File: src/rtl/ship_lives_ctl.sv
// Ship hit detection, life/respawn state machine and life-marker overlay.
// Video timing passes through with one register stage; markers are drawn over rgb_in.
module ship_lives_ctl #(
    parameter int          NUM_MISSILES  = 5,
    parameter int          MAX_LIVES     = 3,
    parameter int          SHIP_Y        = 680,
    parameter int          SHIP_W        = 64,
    parameter int          SHIP_H        = 48,
    parameter int          DEAD_FRAMES   = 60,
    parameter int          INVULN_FRAMES = 120,
    parameter int          HEART_X       = 20,
    parameter int          HEART_Y0      = 50,
    parameter int          HEART_PITCH   = 35,
    parameter int          HEART_SIZE    = 31,
    parameter logic [11:0] HEART_RGB     = 12'hF00
) (
    input  logic                      pclk,
    input  logic                      rst,
    input  logic [10:0]               ship_x,
    input  logic [11*NUM_MISSILES-1:0] en_x_missiles,
    input  logic [11*NUM_MISSILES-1:0] en_y_missiles,
    input  logic [10:0]               hcount_in,
    input  logic [10:0]               vcount_in,
    input  logic                      hsync_in,
    input  logic                      hblnk_in,
    input  logic                      vsync_in,
    input  logic                      vblnk_in,
    input  logic [11:0]               rgb_in,
    output logic [10:0]               hcount_out,
    output logic [10:0]               vcount_out,
    output logic                      hsync_out,
    output logic                      hblnk_out,
    output logic                      vsync_out,
    output logic                      vblnk_out,
    output logic [11:0]               rgb_out,
    output logic [3:0]                lives,
    output logic                      ship_down,
    output logic                      ship_hidden,
    output logic                      invuln,
    output logic                      game_over
);

    typedef enum logic [1:0] {ALIVE, DEAD, INVULN, OVER} state_t;

    localparam logic [11:0] SHIP_W12    = 12'(SHIP_W);
    localparam logic [11:0] SHIP_Y_LO   = 12'(SHIP_Y);
    localparam logic [11:0] SHIP_Y_HI   = 12'(SHIP_Y + SHIP_H - 1);
    localparam logic [11:0] HEART_X_LO  = 12'(HEART_X);
    localparam logic [11:0] HEART_X_HI  = 12'(HEART_X + HEART_SIZE - 1);
    localparam logic [11:0] HEART_S12   = 12'(HEART_SIZE);
    localparam logic [3:0]  LIVES_INIT  = 4'(MAX_LIVES);
    localparam logic [15:0] DEAD_LAST   = 16'(DEAD_FRAMES - 1);
    localparam logic [15:0] INVULN_LAST = 16'(INVULN_FRAMES - 1);

    state_t      state, state_d;
    logic [3:0]  lives_d;
    logic [15:0] cnt, cnt_d;
    logic        down_d;
    logic        vs_q, tick;
    logic        hit_any, hit_q;
    logic [11:0] mx, my, x_hi;
    logic [11:0] hc, vc, y_lo, y_hi;
    logic        marker_on, blink;
    logic [11:0] rgb_d;

    assign tick = vsync_in & ~vs_q;

    // Hit test in 12 bits so ship_x + SHIP_W near the right edge cannot wrap.
    always_comb begin
        hit_any = 1'b0;
        mx      = '0;
        my      = '0;
        x_hi    = {1'b0, ship_x} + SHIP_W12 - 12'd1;
        for (int i = 0; i < NUM_MISSILES; i++) begin
            mx = {1'b0, en_x_missiles[11*i +: 11]};
            my = {1'b0, en_y_missiles[11*i +: 11]};
            if ((mx >= {1'b0, ship_x}) && (mx <= x_hi) &&
                (my >= SHIP_Y_LO) && (my <= SHIP_Y_HI))
                hit_any = 1'b1;
        end
    end

    always_comb begin
        state_d = state;
        lives_d = lives;
        cnt_d   = cnt;
        down_d  = 1'b0;
        case (state)
            ALIVE: begin
                // Leaving ALIVE on the first accepted hit makes held or multiple hits cost one life.
                if (hit_q) begin
                    down_d  = 1'b1;
                    lives_d = lives - 4'd1;
                    cnt_d   = '0;
                    state_d = (lives == 4'd1) ? OVER : DEAD;
                end
            end
            DEAD: begin
                if (DEAD_FRAMES == 0) begin
                    cnt_d   = '0;
                    state_d = INVULN;
                end else if (tick) begin
                    if (cnt == DEAD_LAST) begin
                        cnt_d   = '0;
                        state_d = INVULN;
                    end else begin
                        cnt_d = cnt + 16'd1;
                    end
                end
            end
            INVULN: begin
                if (INVULN_FRAMES == 0) begin
                    cnt_d   = '0;
                    state_d = ALIVE;
                end else if (tick) begin
                    if (cnt == INVULN_LAST) begin
                        cnt_d   = '0;
                        state_d = ALIVE;
                    end else begin
                        cnt_d = cnt + 16'd1;
                    end
                end
            end
            default: begin
                lives_d = '0;
            end
        endcase
    end

    always_ff @(posedge pclk) begin
        if (!rst) begin
            state       <= ALIVE;
            lives       <= LIVES_INIT;
            cnt         <= '0;
            hit_q       <= 1'b0;
            vs_q        <= 1'b0;
            ship_down   <= 1'b0;
            ship_hidden <= 1'b0;
            invuln      <= 1'b0;
            game_over   <= 1'b0;
        end else begin
            state       <= state_d;
            lives       <= lives_d;
            cnt         <= cnt_d;
            hit_q       <= hit_any;
            vs_q        <= vsync_in;
            ship_down   <= down_d;
            ship_hidden <= (state_d == DEAD) || (state_d == OVER);
            invuln      <= (state_d == INVULN);
            game_over   <= (state_d == OVER);
        end
    end

    // Marker k sits at row HEART_Y0 + (k-1)*HEART_PITCH and is shown while k <= lives.
    always_comb begin
        hc        = {1'b0, hcount_in};
        vc        = {1'b0, vcount_in};
        marker_on = 1'b0;
        y_lo      = '0;
        y_hi      = '0;
        for (int k = 1; k <= MAX_LIVES; k++) begin
            y_lo = 12'(HEART_Y0 + (k - 1) * HEART_PITCH);
            y_hi = y_lo + HEART_S12 - 12'd1;
            if ((hc >= HEART_X_LO) && (hc <= HEART_X_HI) &&
                (vc >= y_lo) && (vc <= y_hi) && (4'(k) <= lives))
                marker_on = 1'b1;
        end
        blink = (state == INVULN) && cnt[3];
        if (hblnk_in || vblnk_in)
            rgb_d = 12'h000;
        else if (marker_on && !blink)
            rgb_d = HEART_RGB;
        else
            rgb_d = rgb_in;
    end

    // Overlay stage: all video outputs are the inputs delayed by one clock.
    always_ff @(posedge pclk) begin
        if (!rst) begin
            hcount_out <= '0;
            vcount_out <= '0;
            hsync_out  <= 1'b0;
            hblnk_out  <= 1'b0;
            vsync_out  <= 1'b0;
            vblnk_out  <= 1'b0;
            rgb_out    <= '0;
        end else begin
            hcount_out <= hcount_in;
            vcount_out <= vcount_in;
            hsync_out  <= hsync_in;
            hblnk_out  <= hblnk_in;
            vsync_out  <= vsync_in;
            vblnk_out  <= vblnk_in;
            rgb_out    <= rgb_d;
        end
    end

endmodule
File: config.mk
export PLATFORM = sky130hd
export DESIGN_NAME = ship_lives_ctl
export DESIGN_NICKNAME = d
export VERILOG_FILES = /design/src/rtl/ship_lives_ctl.sv
export SDC_FILE = /design/constraint.sdc
export NUM_CORES = 1
export LEC_CHECK = 0
export ABC_AREA = 1
export CAP_MARGIN = 40
export CELL_PAD_IN_SITES_DETAIL_PLACEMENT = 0
export CELL_PAD_IN_SITES_GLOBAL_PLACEMENT = 2
export CORE_ASPECT_RATIO = 0.6
export CORE_MARGIN = 10
export CORE_UTILIZATION = 37
export CTS_CLUSTER_SIZE = 40
export DETAILED_ROUTE_END_ITERATION = 12
export DONT_BUFFER_PORTS = 1
export PLACE_DENSITY_LB_ADDON = 0.1
export SLEW_MARGIN = 20
export SYNTH_ARGS = -nofsm -noshare
export SYNTH_HDL_FRONTEND = slang
export SYNTH_SLANG_ARGS = --single-unit
File: constraint.sdc
create_clock -name pclk -period 8.3 [get_ports pclk]
set_clock_uncertainty 0.1 [all_clocks]
set_input_delay 1.66 -clock pclk [delete_from_list [all_inputs] [get_ports pclk]]
set_output_delay 1.66 -clock pclk [all_outputs]
set_load 0.02 [all_outputs]
# Yosys cells after proc, flatten, opt, wreduce, memory -nomap -nowiden

Index checks and enable logic that the tools add are counted.

Input bits: 161
Flip-flop bits (word level): 65

Multiplexer cells: 25
Bitwise operators: 4
Reduce and logical (&&, ||, !) cells: 38
Eq/ne operators: 11
$add $sub $neg: 4
$lt $le $gt $ge: 31

Operators with widths:

| cell                    | count |
|---|---|
| $mux W16                | 5 |
| $le A11 B12 Y1          | 5 |
| $ge A11 B10 Y1 const B  | 5 |
| $ge A11 B11 Y1          | 5 |
| $le A11 B10 Y1 const B  | 5 |
| $pmux W16 S3            | 1 |
| $logic_and A1 B1 Y1     | 27 |
| $ge A11 B7 Y1 const B   | 2 |
| $le A11 B7 Y1 const B   | 2 |
| $add A16 B1 Y16 const B | 1 |
| $eq A16 B6 Y1 const B   | 1 |
| $eq A16 B7 Y1 const B   | 1 |
| $add A11 B7 Y12 const B | 1 |
| $mux W12                | 1 |
| $mux W2                 | 6 |
| $sub A12 B1 Y12 const B | 1 |
| $ge A11 B5 Y1 const B   | 1 |
| $ge A11 B6 Y1 const B   | 1 |
| $le A11 B6 Y1 const B   | 1 |
| $le A11 B8 Y1 const B   | 1 |
| $mux W1                 | 9 |
| $le A2 B4 Y1 const A    | 2 |
| $pmux W4 S2             | 1 |
| $eq A2 B2 Y1 const B    | 3 |
| 17 further kinds        | 25 |

# Logic depth before layout (Yosys ltp)

Gate-level depths: netlist of the first run.

Depth in word-level cells: 11
Mapped depth: 19

# Least setup slack after synthesis of the first run

OpenSTA, ideal clock, no wires.

Path type: input to register
From: input port ship_x[0]
To: register hit_q
Arrival: 3.683 ns
Slack: 4.383 ns
Required time: 8.066 ns
Cell stages on the path: 19
Cells stage by stage: inv_1 > nand3_1 > nor3_1 > a21oi_1 > xor2_1 > ha_1 > nand2_1 > nor2_1 > o21ai_0 > nand3_1 > nand2_1 > nand2_1 > nand2_1 > nand2_1 > nand2_1 > nand3_1 > nand2_1 > nor2_1 > a21oi_1

Longest elaborated chain between the ends: 11
Elaborated cells between the ends (all ways): 32

Ends and longest elaborated chain:

| what                             | RTL line | source |
|---|---|---|
| start: declaration               | 19       | `input logic [10:0] ship_x,` |
| $add A11 B7 Y12                  | 73       | `x_hi = {1'b0, ship_x} + SHIP_W12 - 12'd1;` |
| $sub A12 B1 Y12                  | 73       |  |
| $le A11 B12 Y1                   | 77       | `if ((mx >= {1'b0, ship_x}) && (mx <= x_hi) &&` |
| $logic_and A1 B1 Y1 (2 in a row) | 77       |  |
| $logic_and A1 B1 Y1              | 78       | `(my >= SHIP_Y_LO) && (my <= SHIP_Y_HI))` |
| $mux W1 (4 in a row)             | 77       |  |
| $mux W1 *                        | 77       |  |
| end signal: assignment           | 145      | `hit_q <= hit_any;` |
| end: declaration                 | 60       | `logic hit_any, hit_q;` |

Every way passes the cells marked *; elsewhere a longest branch is shown, timed or not.
A chain may end at the register's enable or synchronous reset.

# Worst setup path in the final report of the first run

From: input port ship_x[1]
To: register hit_q

Same word-level chain as after synthesis.

==> results.md, run 1 <==
- Number of setup buffers added after CTS: 0
- Mapped Cells: 823
- Layout Nets: roughly 1100
- Int Pwr: about 0.6 mW
- Grt total ovfl: 0
- CTS Buf Count: 9
- Sw Ratio: 0.331
- RSZ-0062 raised after global routing: no
- Worst-margin pin slew: 0.834 ns
- WP data required: about 8.4 ns
- GR Util All Layers: 0.181
- Final ANT Viol Nets: 0
- Largest net degree at the start of global routing: 34
- Clock Pin Slew Worst Setup and Hold Paths: approximately 0.060 ns
- Hold Path Class: flop to flop
- First-pass GRT wire length: roughly 30000 um
- Via count: ~5500
- Period Utilization, post-route: 0.581
- Crit path kind: input port to flop
- Layout Cells excl Fill: a little over 1000
- Post-cts sizing count: 0
- Mean number of vias per cell: ~5.3
- Clock power frac: 0.383
- Layout area overhead: 8.76%
- Skew-Pair Late Insertion Delay: around 0.33 ns
- Post-synth cell types: 48
- H-tree depth: 3
- Post-route DRC: 0
- Die width: 182 um
- Final Hold Viols: 0
- Maxcap violations: 0
- Detail Placement HPWL: roughly 17000 um
- Max Fclk: slightly above 0.2 GHz
- Initial Util: 0.378
- Crit path cell chain: inv_1 > nand3_1 > nor3_1 > a21oi_1 > xor2_1 > ha_1 > nand2_1 > nor2_1 > o21ai_0 > nand3_1 > nand2_1 > nand2_1 > nand2_1 > nand2_1 > nand2_1 > nand3_1 > nand2_1 > nor2_1 > a21oi_1
- Final setup TNS: 0 ns
- Top_reg_cell synth: dfxtp_1
- Synth Warn #: 0
- Area of the multi-input gates: roughly 0.004 mm2
- Yosys reg bits: between 60 and 70
- Hold WS: roughly 0.36 ns
- DRT Pass-1 Iters: 5
- Design area: 0.00632 mm2
- Port bufs: 0
- Final Power: ~0.90 mW
- Comb pwr share: 0.243
- Clock buffer depth: 2
- DRT Wirelength: about 20000 um
- Asr flop ratio synth: 0
- Pwr dens: roughly 140 mW/mm2
- Avg WL per Cell: between 15 and 20 um
- Die ar.: between 0.02 and 0.025 mm2
- Worst slew margin: 0.442
- Vias in the first global route: roughly 5200
- Max Slew Vio Count: 0
- Most used cell, CP: nand2_1
- Crit path buffers/inverters: 1
- Height of the die: about 120 um
- Synthesized Nets: ~1100
- Post-Syn Area: slightly below 0.006 mm2
- Placer congestion estimate: slightly below 0.9
- Critical Path End Type: flop
- Seq/Total Area, Yosys: 0.220
- Switching pwr: between 0.2 and 0.3 mW
- Ant diodes: 0
- Post-synth EDFFs: 0
- CTS Sinks: 64
- DP Area: between 0.006 and 0.007 mm2
- VDD IR max: roughly 0.077 mV
- Arr. time, crit path: roughly 4.9 ns
- Crit-path slowest cell: xor2_1
- Leak pwr: around 3.2 nW
- Final min period: between 4 and 5 ns
- Status: completed
- Critical path's largest stage delay: slightly below 0.7 ns
- Initial antenna violation count: 0
- CTS root buf: clkbuf_16
- Share of layout cells above drive strength 1: 0.0480
- First-iteration detailed-routing DRC count: around 360
- CP Launch Type: input port
- FF/Latch Area: 0.00128 mm2
- CTS tree: yes
- CTS Hold Bufs: 0
- Syn avg cell area: ~7 um2
- CP top delay family: simple AND/OR/NAND/NOR gates
- CORE AREA: approximately 0.015 mm2
- Setup-failing EPs final: 0
- DP Cell Count: around 1000
- FILL cells: roughly 1600
- Share of power burned in registers: 0.374
- Cell Rows: 35
- I/O pin count: just over 200
- Critical path peak fanout: 7
-- routing by layer --
layer,track usage,share of wire,routed length [um]
met1,0.252,0.49,9730
met3,0.0795,0.12,2390
met5,0,0,0
met4,0.0259,0.0072,143
met2,0.255,0.39,7730
-- per-stage QoR --
stage                     utilization  worst slack (ns)
after floorplan                     -              4.38
after global placement          0.393              3.36
after detailed placement        0.393              3.28
after CTS                       0.411              3.63
after global routing            0.411              3.25
final                           0.411              3.48
-- final cells by class --
type | count | area share
timing repair buffer | 1 | 0.000792
clock inverter | 6 | 0.00732
sequential | 64 | 0.203
inverter | 134 | 0.0800
clock buffer | 10 | 0.0362
multi-input combinational | 619 | 0.633
tap | 203 | 0.0402
-- cells in the final DEF (no fill, tap or decap), types with 3 or more instances in the layout --
cell | netlist | layout
nand3_2 | 3 | 3
inv_2 | 6 | 6
nand4_1 | 30 | 30
a211oi_1 | 4 | 4
nor2_4 | 3 | 3
nor3b_1 | 4 | 4
o21a_1 | 7 | 7
inv_1 | 127 | 127
clkbuf_16 | 0 | 9
a31oi_1 | 3 | 3
nor2_1 | 73 | 73
nor3_1 | 16 | 16
nand2_2 | 4 | 4
nand2_1 | 160 | 160
ha_1 | 121 | 121
nand3_1 | 41 | 41
nor4_1 | 3 | 3
o21ai_0 | 34 | 34
a21oi_1 | 65 | 65
clkinv_4 | 0 | 3
xor2_1 | 11 | 11
dfxtp_1 | 64 | 64
o21bai_1 | 3 | 3
o21ai_1 | 4 | 4
-- worst register-to-register path, cell delays in order, from the launching register on --
cell      delay [ns]
dfxtp_1         0.55
inv_1           0.12
ha_1            0.29
inv_2           0.09
nor2_1          0.09
nor3_4          0.48
inv_4           0.17
nor2_4          0.29
nand2_1         0.11
a211oi_2        0.17
-- synthesized netlist by cell type, drive strengths merged, types with 4 or more instances --
cell	number	share of area
o21a	7	0.0090
nor4	4	0.0069
xor2	11	0.017
nand3	44	0.040
ha	121	0.26
inv	134	0.087
nor2	77	0.054
o21ai	38	0.033
dfxtp	64	0.22
nor3b	4	0.0052
a211oi	5	0.0073
nand2	164	0.11
a21oi	66	0.057
nor3	18	0.018
nand4	30	0.032
clkbuf	4	0.0026
-- power by group through the flow --
stage / Sequential (mW) / Combinational [mW] / Clock, mW
after floorplan: 0.340 / 0.161 / 0
after global placement: 0.344 / 0.208 / 0
after detailed placement: 0.344 / 0.215 / 0
after CTS: 0.338 / 0.216 / 0.354
after global routing: 0.338 / 0.252 / 0.372
final: 0.337 / 0.219 / 0.345
-- path summary, 6_finish.rpt --
path	depth (start not counted)	slack (ns)	end	from
worst max register to register	9	5.77	cnt[8]	ship_hidden
worst min register to register	2	0.36	cnt[10]	cnt[10]
worst min-delay path	2	0.36	cnt[10]	cnt[10]
worst max-delay path	19	3.48	hit_q	ship_x[1]
-- sequential cells by signal, indices dropped and copies added, names as in the netlist, 4 cells and up --
register / cells
cnt: 16
rgb_out: 12
hcount_out: 11
vcount_out: 11
lives: 4
-- logic make-up (layout without fill, tap and decap cells) --
group	count (synthesis)	count (layout)	share of synthesized area
flip-flops	64	64	0.220
AO/OA/AOI/OAI	136	136	0.134
adder cells (fa/ha/maj)	121	121	0.260
AND/OR/NAND/NOR	349	349	0.275
buffers and inverters	140	151	0.0913
XOR/XNOR	13	13	0.0196
Power figures use the tool's default switching activity.
==> inputs of run 2 (changes only) <==
- CORE_UTILIZATION: 37 -> 34
- clock period: 8.3 -> 4.7 ns (I/O delays scaled with it)
==> results.md, run 2 (same netlist as run 1, synthesis figures left out) <==
- FILL cells: 1714 (+5.2%)
- Via count: 5479 (-0.25%)
- Hold Path Class: flop to flop
- Number of setup buffers added after CTS: 0 (unchanged)
- Cell Rows: 36 (+2.9%)
- VDD IR max: 0.140 mV (+82%)
- Maxcap violations: 0 (unchanged)
- CORE AREA: 0.0165 mm2 (+7.3%)
- Initial Util: 0.353 (-0.0256)
- Initial antenna violation count: 0 (unchanged)
- Critical path peak fanout: 7 (unchanged)
- Layout Nets: 1116 (+0.45%)
- Height of the die: 121 um (+3.6%)
- Final Hold Viols: 0 (unchanged)
- Layout area overhead: 9.97%
- GR Util All Layers: 0.175 (-0.00655)
- Avg WL per Cell: 19.3 um (about the same)
- Largest regs: cnt (16), rgb_out (12)
- Final Power: 1.60 mW (+77%)
- Post-route DRC: 0 (unchanged)
- Worst-margin pin slew: 0.882 ns (+0.0483 ns)
- Die width: 189 um (+3.8%)
- Area of the multi-input gates: 0.00400 mm2 (unchanged)
- Placer congestion estimate: 0.894 (+3.2%)
- FF/Latch Area: 0.00128 mm2 (unchanged)
- WP data required: 4.86 ns (-3.54 ns)
- Crit-path slowest cell: xor2_1
- Most used cell, CP: nand2_1
- Status: completed
- Max Slew Vio Count: 0 (unchanged)
- CTS Sinks: 64 (unchanged)
- DRT Pass-1 Iters: 5 (unchanged)
- Final setup TNS: 0 ns (unchanged)
- Ant diodes: 0 (unchanged)
- Share of layout cells above drive strength 1: 0.0548 (+0.00687)
- Die ar.: 0.0229 mm2 (+7.6%)
- Grt total ovfl: 0 (unchanged)
- Detail Placement HPWL: 17500 um (+2.4%)
- Leak pwr: 3.24 nW (+0.98%)
- Final Util: 0.388 (-0.0236)
- I/O pin count: 207 (unchanged)
- Crit path cell chain: inv_1 > nand3_1 > nor3_1 > a21oi_1 > xor2_1 > ha_1 > nand2_1 > inv_1 > a21oi_1 > nand3_1 > nand2_1 > nand2_1 > nand2_1 > nand2_1 > nand2_1 > nand3_1 > nand2_1 > nor2_1 > a21oi_1
- Period Utilization, post-route: 0.850
- Pwr dens: 250 mW/mm2 (+75%)
- Most frequent cells in the layout: nand2_1, inv_1, ha_1
- Skew-Pair Late Insertion Delay: 0.33 ns (about the same)
- Final min period: about 4.0 ns
- Commonest non-fill, non-tap cell in the layout: nand2_1
- CTS Buf Count: 9 (unchanged)
- Critical Path End Type: flop
- H-tree depth: 3 (unchanged)
- First-pass GRT wire length: 30900 um (+3.0%)
- CP Launch Type: input port
- CTS root buf: clkbuf_16
- Max Fclk: 0.250 GHz
- Worst slew margin: 0.408 (-0.0346)
- First-iteration detailed-routing DRC count: 439 (+23%)
- Mean number of vias per cell: 5.13 (-3.1%)
- Largest net degree at the start of global routing: 34 (unchanged)
- Arr. time, crit path: 4.15 ns (-0.77 ns)
- Vias in the first global route: 5176 (-1.4%)
- Number of flip-flops in the largest register: 16 (unchanged)
- RSZ-0062 raised after global routing: no
- Setup-failing EPs final: 0 (unchanged)
- Crit path kind: input port to flop
- DRT Wirelength: 20600 um (+2.9%)
- Biggest register: cnt
- Clock Pin Slew Worst Setup and Hold Paths: 0.06 ns (about the same)
- CTS tree: yes
- CTS Hold Bufs: 0 (unchanged)
- Port bufs: 0 (unchanged)
- Critical path's largest stage delay: 0.64 ns (-0.05 ns)
- Post-cts sizing count: 0 (unchanged)
- Clock buffer depth: 2 (unchanged)
- Final ANT Viol Nets: 0 (unchanged)
run 2: cell count changes in the layout (fill, tap and decap cells not counted):
cell,before,now
buf_2,1,0
clkinv_2,1,3
buf_4,0,6
clkinvlp_4,2,1
clkbuf_1,1,0
run 2: worst paths after layout:
path	startpoint	endpoint	slack [ns]	cells after the start
setup reg to reg	ship_hidden	cnt[12]	2.17	9
hold / removal	cnt[10]	cnt[10]	0.37	2
hold reg to reg	cnt[10]	cnt[10]	0.37	2
setup / recovery	ship_x[0]	hit_q	0.70	19
run 2: cell type report:
cell class | instances | share of cell area
multi-input combinational | 619 | 0.626
timing repair buffer | 6 | 0.00705
clock buffer | 9 | 0.0352
tap | 228 | 0.0446
inverter | 134 | 0.0791
clock inverter | 7 | 0.00763
sequential | 64 | 0.200
run 2: metal layers:
metal / vias to the layer above / share of wire / global-route usage
met4: 0 / 0.0072 / 0.0252
li1: 2797 / - / -
met3: 15 / 0.12 / 0.0775
met1: 2455 / 0.51 / 0.257
met5: - / 0 / 0
met2: 212 / 0.36 / 0.226
run 2: through the flow:
stage | cell area, um2 | setup WS [ns] | cells | hold WS (ns)
2_1_floorplan | 5810 | 1.50 | 823 | 0.345
3_3_place_gp | 6120 | 0.650 | 1051 | 0.355
3_5_place_dp | 6120 | 0.505 | 1051 | 0.357
4_1_cts | 6390 | 0.841 | 1067 | 0.366
5_1_grt | 6390 | 0.516 | 1067 | 0.386
6_report | 6390 | 0.703 | 1067 | 0.365
run 2: where the power goes:
group          internal (mW)  switching (mW)  total (mW)
clock network          0.356           0.248       0.604
logic                  0.150           0.246       0.396
registers              0.561          0.0344       0.595
total                   1.07           0.529        1.60
run 2: critical path, delay by kind of cell:
| kind | cells | cell delay [ns] |
|---|---|---|
| XOR/XNOR | 1 | 0.64 |
| AND/OR/NAND/NOR | 12 | 1.38 |
| adder cells (fa/ha/maj) | 1 | 0.38 |
| buffers and inverters | 2 | 0.33 |
| AO/OA/AOI/OAI | 3 | 0.49 |
